==> config.mk <==
export PLATFORM = sky130hd
export DESIGN_NAME = dac_req_initiator
export DESIGN_NICKNAME = d
export VERILOG_FILES = /design/src/rtl/dac_req_pkg.sv /design/src/rtl/dac_req_fifo.sv /design/src/rtl/dac_req_sync.sv /design/src/rtl/dac_req_initiator.sv
export SDC_FILE = /design/constraint.sdc
export NUM_CORES = 1
export LEC_CHECK = 0
export ABC_AREA = 1
export BUFFER_PORTS_ARGS = -buffer_cell sky130_fd_sc_hd__buf_4
export CORE_ASPECT_RATIO = 0.75
export CORE_MARGIN = 4
export CORE_UTILIZATION = 40
export DETAILED_ROUTE_END_ITERATION = 16
export SYNTH_ARGS = -nofsm -noshare
export SYNTH_HDL_FRONTEND = slang
export SYNTH_SLANG_ARGS = --single-unit
==> constraint.sdc <==
create_clock -name clk -period 5.86 [get_ports clk]
set_clock_uncertainty 0.15 [all_clocks]
set_input_delay 0 -clock clk [delete_from_list [all_inputs] [get_ports clk]]
set_output_delay 0 -clock clk [all_outputs]
set_load 0.02 [all_outputs]
==> src/rtl/dac_req_pkg.sv <==
// -----------------------------------------------------------------------------
// dac_req_pkg
// Shared definitions for the CPU-side DAC request initiator:
//   - DAC_WIDTH : default duty-cycle sample width, shared with the PWM-domain DAC
//   - dac_req_state_e : four-phase handshake FSM state encoding
// -----------------------------------------------------------------------------
package dac_req_pkg;

   // Duty-cycle width used by the DAC; the initiator's WIDTH defaults to it.
   localparam int DAC_WIDTH = 12;

   typedef enum logic [1:0] {
      ST_IDLE    = 2'd0,
      ST_SETUP   = 2'd1,
      ST_ASSERT  = 2'd2,
      ST_RELEASE = 2'd3
   } dac_req_state_e;

endpackage : dac_req_pkg

==> src/rtl/dac_req_fifo.sv <==
// -----------------------------------------------------------------------------
// dac_req_fifo
// Synchronous FIFO buffering duty-cycle samples between the CPU MMIO path and
// the handshake FSM. Read data is the current head (show-ahead); there is no
// push-to-pop bypass, so a sample pushed into an empty FIFO is poppable on the
// following cycle.
// Ports:
//   clk        in   clock
//   rst        in   asynchronous active-high reset (pointers and count clear)
//   push       in   write push_data (ignored when full)
//   push_data  in   sample to write
//   pop        in   advance the head (ignored when empty)
//   pop_data   out  current head entry
//   full       out  DEPTH entries stored
//   empty      out  no entries stored
//   level      out  occupancy, 0..DEPTH
// Parameters:
//   WIDTH  entry width
//   DEPTH  entries, power of two >= 2
// -----------------------------------------------------------------------------
module dac_req_fifo
   import dac_req_pkg::*;
#(
   parameter int WIDTH = DAC_WIDTH,
   parameter int DEPTH = 4
) (
   input  logic                     clk,
   input  logic                     rst,
   input  logic                     push,
   input  logic [WIDTH-1:0]         push_data,
   input  logic                     pop,
   output logic [WIDTH-1:0]         pop_data,
   output logic                     full,
   output logic                     empty,
   output logic [$clog2(DEPTH):0]   level
);

   localparam int AW = $clog2(DEPTH);

   logic [WIDTH-1:0] mem [DEPTH];
   logic [AW-1:0]    wr_ptr;
   logic [AW-1:0]    rd_ptr;
   logic [AW:0]      count;
   logic             do_push;
   logic             do_pop;

   assign full    = (count == (AW+1)'(DEPTH));
   assign empty   = (count == '0);
   assign do_push = push && !full;
   assign do_pop  = pop && !empty;

   // DEPTH is a power of two, so the pointers wrap by natural overflow.
   always_ff @(posedge clk or posedge rst) begin
      if (rst) begin
         wr_ptr <= '0;
         rd_ptr <= '0;
         count  <= '0;
      end else begin
         if (do_push) begin
            wr_ptr <= wr_ptr + AW'(1);
         end
         if (do_pop) begin
            rd_ptr <= rd_ptr + AW'(1);
         end
         case ({do_push, do_pop})
            2'b10:   count <= count + (AW+1)'(1);
            2'b01:   count <= count - (AW+1)'(1);
            default: count <= count;
         endcase
      end
   end

   // Storage needs no reset: entries are only read when count says valid.
   always_ff @(posedge clk) begin
      if (do_push) begin
         mem[wr_ptr] <= push_data;
      end
   end

   assign pop_data = mem[rd_ptr];
   assign level    = count;

endmodule : dac_req_fifo

==> src/rtl/dac_req_sync.sv <==
// -----------------------------------------------------------------------------
// dac_req_sync
// Multi-flop level synchronizer for a single asynchronous bit.
// Ports:
//   clk  in   destination clock
//   rst  in   asynchronous active-high reset (all stages clear to 0)
//   d    in   asynchronous input
//   q    out  synchronized output, STAGES clk edges of latency
// Parameters:
//   STAGES  number of flops in the chain (>= 2)
// -----------------------------------------------------------------------------
module dac_req_sync #(
   parameter int STAGES = 2
) (
   input  logic clk,
   input  logic rst,
   input  logic d,
   output logic q
);

   logic [STAGES-1:0] sync_ff;

   always_ff @(posedge clk or posedge rst) begin
      if (rst) begin
         sync_ff <= '0;
      end else begin
         sync_ff <= {sync_ff[STAGES-2:0], d};
      end
   end

   assign q = sync_ff[STAGES-1];

endmodule : dac_req_sync

==> src/rtl/dac_req_initiator.sv <==
// -----------------------------------------------------------------------------
// dac_req_initiator
// CPU-clock-side (cpu_clk_g) initiator for the four-phase req/ack duty-cycle
// interface of the PWM-domain DAC. Samples arrive over valid/ready, are
// buffered in a small FIFO, and each one is delivered by holding duty_cycle
// stable while req/ack complete a full four-phase handshake.
//
// Input handshake: a sample transfers on every clk edge where in_valid and
// in_ready are both high; in_ready is !full and does not depend on in_valid.
//
// Optional feature: define DAC_REQ_TIMEOUT_EN to add a handshake timeout of
// TIMEOUT_CYCLES clk cycles in ASSERT and RELEASE with a sticky timeout_err.
// Without it, timeout_err is 0 and the FSM waits on ack indefinitely.
//
// Ports:
//   clk          in   CPU clock
//   rst          in   asynchronous active-high reset
//   in_data      in   sample from CPU
//   in_valid     in   in_data valid
//   in_ready     out  FIFO can accept (!full)
//   duty_cycle   out  registered sample presented to the DAC
//   req          out  registered four-phase request
//   ack          in   DAC acknowledge, asynchronous to clk
//   busy         out  FSM not IDLE or FIFO non-empty
//   level        out  FIFO occupancy
//   timeout_err  out  sticky handshake timeout flag
// -----------------------------------------------------------------------------
module dac_req_initiator
   import dac_req_pkg::*;
#(
   parameter int WIDTH          = DAC_WIDTH,
   parameter int DEPTH          = 4,
   parameter int SYNC_STAGES    = 2,
   parameter int TIMEOUT_CYCLES = 1024
) (
   input  logic                   clk,
   input  logic                   rst,
   input  logic [WIDTH-1:0]       in_data,
   input  logic                   in_valid,
   output logic                   in_ready,
   output logic [WIDTH-1:0]       duty_cycle,
   output logic                   req,
   input  logic                   ack,
   output logic                   busy,
   output logic [$clog2(DEPTH):0] level,
   output logic                   timeout_err
);

   localparam bit PARAMS_OK = (DEPTH >= 2) && ((DEPTH & (DEPTH - 1)) == 0) &&
                              (SYNC_STAGES >= 2) && (TIMEOUT_CYCLES >= 2);

   if (!PARAMS_OK) begin : g_bad_params
      $error("dac_req_initiator: invalid DEPTH, SYNC_STAGES or TIMEOUT_CYCLES");
   end

   // Handshake FSM state, kept as a named signal so checkers can bind to it.
   dac_req_state_e state_q;

   logic             ack_s;
   logic             fifo_full;
   logic             fifo_empty;
   logic [WIDTH-1:0] fifo_head;
   logic             fifo_push;
   logic             fifo_pop;

   // ack crosses from the PWM domain; nothing else looks at raw ack.
   dac_req_sync #(
      .STAGES (SYNC_STAGES)
   ) u_ack_sync (
      .clk (clk),
      .rst (rst),
      .d   (ack),
      .q   (ack_s)
   );

   assign in_ready  = !fifo_full;
   assign fifo_push = in_valid && in_ready;

   // The ack_s guard keeps a stale ack (e.g. DAC still high after our reset)
   // from starting a transfer before the DAC has returned to zero.
   assign fifo_pop  = (state_q == ST_IDLE) && !fifo_empty && !ack_s;

   dac_req_fifo #(
      .WIDTH (WIDTH),
      .DEPTH (DEPTH)
   ) u_fifo (
      .clk       (clk),
      .rst       (rst),
      .push      (fifo_push),
      .push_data (in_data),
      .pop       (fifo_pop),
      .pop_data  (fifo_head),
      .full      (fifo_full),
      .empty     (fifo_empty),
      .level     (level)
   );

   assign busy = (state_q != ST_IDLE) || !fifo_empty;

`ifdef DAC_REQ_TIMEOUT_EN
   localparam int TW = $clog2(TIMEOUT_CYCLES) + 1;

   logic [TW-1:0] tmo_cnt;
   logic          tmo_err_q;
   logic          tmo_hit;

   // The counter starts at 0 on state entry, so the hit value is LIMIT-1:
   // the state lasts exactly TIMEOUT_CYCLES cycles before giving up.
   assign tmo_hit     = (tmo_cnt == TW'(TIMEOUT_CYCLES - 1));
   assign timeout_err = tmo_err_q;
`else
   assign timeout_err = 1'b0;
`endif

   always_ff @(posedge clk or posedge rst) begin
      if (rst) begin
         state_q    <= ST_IDLE;
         req        <= 1'b0;
         duty_cycle <= '0;
`ifdef DAC_REQ_TIMEOUT_EN
         tmo_cnt    <= '0;
         tmo_err_q  <= 1'b0;
`endif
      end else begin
         case (state_q)
            ST_IDLE: begin
               if (fifo_pop) begin
                  duty_cycle <= fifo_head;
                  state_q    <= ST_SETUP;
               end
            end

            // One cycle of data setup so duty_cycle settles before req rises.
            ST_SETUP: begin
               req     <= 1'b1;
               state_q <= ST_ASSERT;
`ifdef DAC_REQ_TIMEOUT_EN
               tmo_cnt <= '0;
`endif
            end

            // An early ack (seen already in IDLE/SETUP) lands here and is
            // accepted on the first ASSERT cycle.
            ST_ASSERT: begin
               if (ack_s) begin
                  req     <= 1'b0;
                  state_q <= ST_RELEASE;
`ifdef DAC_REQ_TIMEOUT_EN
                  tmo_cnt <= '0;
               end else if (tmo_hit) begin
                  // Sample is abandoned, not retried.
                  req       <= 1'b0;
                  tmo_err_q <= 1'b1;
                  state_q   <= ST_IDLE;
               end else begin
                  tmo_cnt <= tmo_cnt + TW'(1);
`endif
               end
            end

            ST_RELEASE: begin
               if (!ack_s) begin
                  state_q <= ST_IDLE;
`ifdef DAC_REQ_TIMEOUT_EN
               end else if (tmo_hit) begin
                  // IDLE still refuses to start while ack_s stays high.
                  tmo_err_q <= 1'b1;
                  state_q   <= ST_IDLE;
               end else begin
                  tmo_cnt <= tmo_cnt + TW'(1);
`endif
               end
            end

            default: begin
               req     <= 1'b0;
               state_q <= ST_IDLE;
            end
         endcase
      end
   end

endmodule : dac_req_initiator

==> flow_metrics.env, run 1 <==
export IMPL_die_area_sq_um=9280
export IMPL_dr_first_iter_drc_count=62
export IMPL_syn2layout_area_growth_pct=19.4
export IMPL_cp_data_required_time_ns=5.97
export IMPL_r2r_end="u_fifo.level[2]$_DFFE_PP0P_"
export IMPL_cts_clk_slew_worst_paths_ns=0.08
export IMPL_wl_per_cell_um=13.0
export IMPL_drcViolationCount=0
export IMPL_row_count=27
export IMPL_place_ws_ns=3.25
export IMPL_grt_max_degree=27
export IMPL_n_antenna_cell=0
export IMPL_outcome="complete, no violations"
export IMPL_hold_path_class="input pin to register"
export IMPL_min_period_over_period_pct=44.2
export IMPL_syn_instance_count=275
export IMPL_end_kind="register"
export IMPL_grt_busiest_layer="met2"
export IMPL_first_global_vias=1904
export IMPL_fp_dieW_um=110
export IMPL_io_buffers=33
export IMPL_fin_crit_ns=2.59
export IMPL_fillerInstances=662
export IMPL_tns_ns=0
export IMPL_dp_final_hpwl_um=3740
export IMPL_slew_violations=0
export IMPL_vdd_drop_max_mv=0.228
export IMPL_powerDensity_nw_per_um2=485
export IMPL_drt_vias_per_instance=4.37
export IMPL_htree_levels=3
export IMPL_cts_tree="yes"
export IMPL_synth_area_per_cell_sq_um=11.3
export IMPL_antenna_found_initial=0
export IMPL_cp_max_fo=16
export IMPL_grt_pass1_wl_um=9530
export IMPL_r2r_slack_ns=3.27
export IMPL_synth_yosys_seq_area_share_pct=65.6
export IMPL_rr_worst_depth=12
export IMPL_fin_total_pwr_mw=1.80
export IMPL_grtUsageMet1_pct=19.1
export IMPL_clock_path_buffers=2
export IMPL_fmax_mhz=386
export IMPL_holdCritStartpoint="ack"
export IMPL_multi_input_area_sq_um=830
export IMPL_start_kind="register"
export IMPL_fp_coreArea_sq_um=7470
export IMPL_final_cell_mix="nand2_1, edfxtp_1, buf_4"
export IMPL_ys_warn_count=0
export IMPL_critPathArrivalTime_ns=2.70
export IMPL_drive_gt1_share_pct=18.6
export IMPL_seqCellArea_sq_um=2040
export IMPL_dieHeight_um=84.4
export IMPL_finalSetupViolCount=0
export IMPL_post_route_util_pct=49.8
export IMPL_relSlewSlack_pct=36.7
export IMPL_io_pins=35
export IMPL_yosys_register_bits=72
export IMPL_clock_sinks=72
export IMPL_crit_type="register to register"
export IMPL_cts_inserted_buffers=9
export IMPL_grtUsageTotal_pct=13.7
export IMPL_start_util_pct=41.7
export IMPL_grt_ovfl_total=0
export IMPL_min_path_cells=2
export IMPL_hold_viol_final=0
export IMPL_final_common_cell="nand2_1"
export IMPL_synth_nets=302
export IMPL_cap_viol_max_count=0
export IMPL_layout_setup_ws_ns=3.27
export IMPL_root_buffer="clkbuf_8"
export IMPL_use_met2_pct=20.5
export IMPL_r2r_start="state_q[0]$_DFFE_PP0P_"
export IMPL_leakage_nw=1.64
export IMPL_syn_area_sq_um=3110
export IMPL_worst_pin_slew_ns=0.948
export IMPL_placed_cells=403
export IMPL_hold_end="u_ack_sync.sync_ff[0]$_DFF_PP0_"
export IMPL_ys_types=26
export IMPL_grt_setup_unrepaired="no"
export IMPL_instances_no_fill=434
export IMPL_ant_nets=0
export IMPL_grt_use_met3_pct=3.77
export IMPL_place_congestion=0.715
export IMPL_drtPass1Iterations=4
export IMPL_clk_latency_ns=0.34
export IMPL_wl_um=5650
export IMPL_finalNetCount=355
export IMPL_num_vias=1897
-- worst max-delay path by stage --
stage	from	end	slack (ns)	cells past startpoint
after floorplan	state_q[0]$_DFFE_PP0P_	u_fifo.level[2]$_DFFE_PP0P_	3.53	13
after global placement	state_q[0]$_DFFE_PP0P_	u_fifo.level[2]$_DFFE_PP0P_	3.39	12
after detailed placement	state_q[0]$_DFFE_PP0P_	u_fifo.level[2]$_DFFE_PP0P_	3.25	12
after CTS	state_q[0]$_DFFE_PP0P_	u_fifo.level[2]$_DFFE_PP0P_	3.23	12
after global routing	state_q[0]$_DFFE_PP0P_	u_fifo.level[2]$_DFFE_PP0P_	3.08	12
final	state_q[0]$_DFFE_PP0P_	u_fifo.level[2]$_DFFE_PP0P_	3.27	12
-- cell type report --
cell class / instances / area share [%]
flip-flops and latches: 72 / 54.9
multi-input cells: 161 / 22.3
repair buffers: 53 / 11.7
clock buffers: 13 / 4.00
well taps: 101 / 3.40
inverters: 31 / 3.20
clock inverters: 3 / 0.471
-- state kept, by name (all words and copies together), names as in the netlist --
register	flops
duty_cycle	12
u_fifo.level	3
u_fifo.rd_ptr	2
u_fifo.wr_ptr	2
u_fifo.mem	48
state_q	2
u_ack_sync.sync_ff	2
req	1
-- worst max-delay path, cell delays in order, from the launching register on --
cell and delay, ns:
dfrtp_1 0.41, inv_1 0.12, ha_1 0.22, nand2_1 0.07
inv_1 0.09, nand2_4 0.14, inv_4 0.17, ha_1 0.16
inv_1 0.07, fa_1 0.38, or2_2 0.30, nand2_1 0.08
xor2_1 0.14
-- kinds of logic after synthesis --
group / after synthesis / share of synthesized area (%)
XOR/XNOR: 3 / 0.844
adder cells (fa/ha/maj): 11 / 4.66
AND/OR/NAND/NOR: 116 / 14.7
other: 1 / 0.120
flip-flops: 72 / 65.6
buffers and inverters: 42 / 7.79
AO/OA/AOI/OAI: 30 / 6.27
-- per-stage QoR --
step                      area (sq um)  hold slack, ns
after detailed placement          3400         -0.0356
after global routing              3720           0.173
final                             3720           0.165
after floorplan                   3110          -0.135
after global placement            3400         -0.0392
after CTS                         3720           0.146
-- power breakdown --
group / internal [mW] / switching, mW
combinational: 0.259 / 0.403
sequential: 0.693 / 0.112
clock: 0.164 / 0.172
total: 1.12 / 0.687
-- layer usage --
layer / wire, um / vias to the layer above
met1: 2750 / 865
li1: - / 996
met5: 0 / -
met2: 2600 / 27
met4: 69 / 0
met3: 224 / 9
-- synth_stat cells --
library cell / count / share of area [%]
edfxtp_1: 48 / 46
ha_1: 10 / 4.0
inv_1: 29 / 3.5
inv_2: 1 / 0.12
or2_2: 2 / 0.40
nor2_2: 1 / 0.20
o211ai_2: 3 / 1.2
buf_12: 1 / 0.64
xnor2_1: 1 / 0.28
a21oi_1: 2 / 0.32
buf_6: 6 / 2.2
nand3_1: 3 / 0.48
xor2_1: 2 / 0.56
clkbuf_8: 1 / 0.44
fa_1: 1 / 0.64
inv_4: 1 / 0.20
o21ai_0: 11 / 1.8
o21ai_1: 5 / 0.80
buf_4: 3 / 0.72
dfrtp_1: 24 / 19
nand2_4: 1 / 0.36
o211ai_1: 9 / 2.2
conb_1: 1 / 0.12
nand2_2: 2 / 0.40
nor2_1: 32 / 3.9
nand2_1: 75 / 9.0
-- repair_timing --
action                                 CTS  global route
resized for setup                        0             0
hold buffers                            15             0
buffers inserted                         0             0
endpoints found under the hold margin   75             0
(Power assumes the default switching activity.)
==> run 2: changes to the inputs <==
Clock period 5.86 ns to 2.4 ns, I/O delays scaled along.
==> flow_metrics.env, run 2 (synthesis results as in run 1) <==
export IMPL_cp_max_fo=4
export IMPL_p_int_mw=2.87
export IMPL_max_stage_delay_ns=0.43
export IMPL_io_pins=35
export IMPL_drt_vias_per_instance=4.45
export IMPL_crit_type="register to register"
export IMPL_grt_max_degree=25
export IMPL_cts_clk_slew_worst_paths_ns=0.07
export IMPL_num_vias=1950
export IMPL_start_kind="register"
export IMPL_drtPass1Iterations=4
export IMPL_place_congestion=0.714
export IMPL_largest_reg_flops=48
export IMPL_io_buffers=33
export IMPL_fp_dieW_um=110
export IMPL_clock_path_buffers=2
export IMPL_fin_crit_ns=2.24
export IMPL_crit_chain="inv_2 > ha_4 > nand2_1 > inv_2 > nand2_4 > inv_4 > ha_1 > inv_1 > fa_1 > or2_2 > nand2_1 > xor2_1"
export IMPL_n_antenna_cell=0
export IMPL_fmax_mhz=446
export IMPL_final_cell_mix="nand2_1, edfxtp_1, buf_4"
export IMPL_regMostFlops="u_fifo.mem"
export IMPL_instances_no_fill=438
export IMPL_placed_cells=407
export IMPL_post_route_util_pct=50.8
export IMPL_finalNetCount=359
export IMPL_dieHeight_um=84.4
export IMPL_root_buffer="clkbuf_8"
export IMPL_relSlewSlack_pct=61.7
export IMPL_dpl_instance_area_sq_um=3440
export IMPL_antenna_found_initial=0
export IMPL_p_seq_share_pct=42.2
export IMPL_cp_num_buf_inv=4
export IMPL_cap_viol_max_count=0
export IMPL_grtUsageTotal_pct=13.5
export IMPL_postCtsSetupRepairBufs=0
export IMPL_hold_viol_final=0
export IMPL_syn2layout_area_growth_pct=21.7
export IMPL_drcViolationCount=0
export IMPL_row_count=27
export IMPL_cp_data_required_time_ns=2.51
export IMPL_critPathArrivalTime_ns=2.35
export IMPL_vdd_drop_max_mv=0.466
export IMPL_clock_sinks=72
export IMPL_tns_ns=0
export IMPL_start_util_pct=41.7
export IMPL_outcome="complete, no violations"
export IMPL_design_area_sq_um=3790
export IMPL_end_kind="register"
export IMPL_pwr_share_comb_pct=38.1
export IMPL_grt_setup_unrepaired="no"
export IMPL_worst_pin_slew_ns=0.575
export IMPL_drive_gt1_share_pct=20.5
export IMPL_wl_um=5740
export IMPL_powerDensity_nw_per_um2=1200
export IMPL_cts_inserted_buffers=9
export IMPL_grt_pass1_wl_um=9480
export IMPL_min_period_over_period_pct=93.4
export IMPL_ant_nets=0
export IMPL_finalSetupViolCount=0
export IMPL_wl_per_cell_um=13.1
export IMPL_dr_first_iter_drc_count=59
export IMPL_cts_tree="yes"
export IMPL_slew_violations=0
export IMPL_hold_path_class="input pin to async pin"
export IMPL_first_global_vias=1933
export IMPL_clk_latency_ns=0.33
export IMPL_swShare_pct=37.1
export IMPL_fillerInstances=695
export IMPL_dp_final_hpwl_um=3630
export IMPL_clkPwrFrac_pct=19.7
export IMPL_crit_slowest_cell="dfrtp_1"
export IMPL_final_common_cell="nand2_1"
export IMPL_htree_levels=3
export IMPL_die_area_sq_um=9280
export IMPL_p_sw_mw=1.69
export IMPL_path_delay_family="adder cells"
export IMPL_grt_ovfl_total=0
export IMPL_fp_coreArea_sq_um=7470
export IMPL_leakage_nw=1.67
run 2: worst reg2reg max path: stages, from the launching register on:
cell     delay (ns)
dfrtp_1        0.43
inv_2          0.11
ha_4           0.15
nand2_1        0.06
inv_2          0.07
nand2_4        0.05
inv_4          0.04
ha_1           0.13
inv_1          0.06
fa_1           0.38
or2_2          0.30
nand2_1        0.08
xor2_1         0.14
run 2: worst paths after layout:
kind / end / slack (ns) / startpoint / cells after the start
min reg2reg: u_ack_sync.sync_ff[1]$_DFF_PP0_ / 0.21 / u_ack_sync.sync_ff[0]$_DFF_PP0_ / 0
max reg2reg: u_fifo.level[2]$_DFFE_PP0P_ / 0.16 / state_q[0]$_DFFE_PP0P_ / 12
min: duty_cycle[3]$_DFFE_PP0P_ / 0.12 / rst / 4
max: u_fifo.level[2]$_DFFE_PP0P_ / 0.16 / state_q[0]$_DFFE_PP0P_ / 12
max in group asynchronous: u_fifo.level[1]$_DFFE_PP0P_ / 1.71 / rst / 4
min in group clk: u_ack_sync.sync_ff[0]$_DFF_PP0_ / 0.17 / ack / 2
run 2: per-layer routing:
layer / share of wire [%] / track usage, % / vias up
met2: 45 / 20.5 / 28
met3: 3.7 / 4.61 / 6
li1: - / - / 1004
met1: 51 / 18.4 / 912
met4: 0.80 / 4.08 / 0
met5: 0 / 0 / -
run 2: cell type report:
class                   instances  area, sq um  share of cell area, %
repair buffers                 57          478                   12.6
well taps                     101          126                   3.33
flip-flops and latches         72         2040                   53.9
multi-input cells             161          842                   22.2
inverters                      31          119                   3.14
clock buffers                  13          139                   3.66
clock inverters                 3         43.8                   1.16
run 2: through the flow:
stage | setup slack [ns] | hold WS, ns | total power, mW
CTS | 0.0503 | 0.122 | 4.59
finish | 0.159 | 0.122 | 4.55
global route | 0.00518 | 0.161 | 4.93
global placement | 0.164 | -0.0631 | 3.64
floorplan | 0.0672 | -0.135 | 3.17
detailed placement | 0.0785 | -0.0603 | 3.67
run 2: what timing repair did:
item                                    in CTS  in global routing
hold buffers                                15                  0
endpoints found under the setup margin       0                  1
resized for setup                            0                  5
hold endpoints to repair                    75                  0
run 2: power groups by stage:
stage	Combinational [mW]	Sequential (mW)	Clock [mW]
floorplan	1.16	2.02	0
global route	1.98	1.97	0.977
CTS	1.75	1.92	0.925
finish	1.73	1.92	0.896
global placement	1.71	1.94	0
detailed placement	1.72	1.95	0
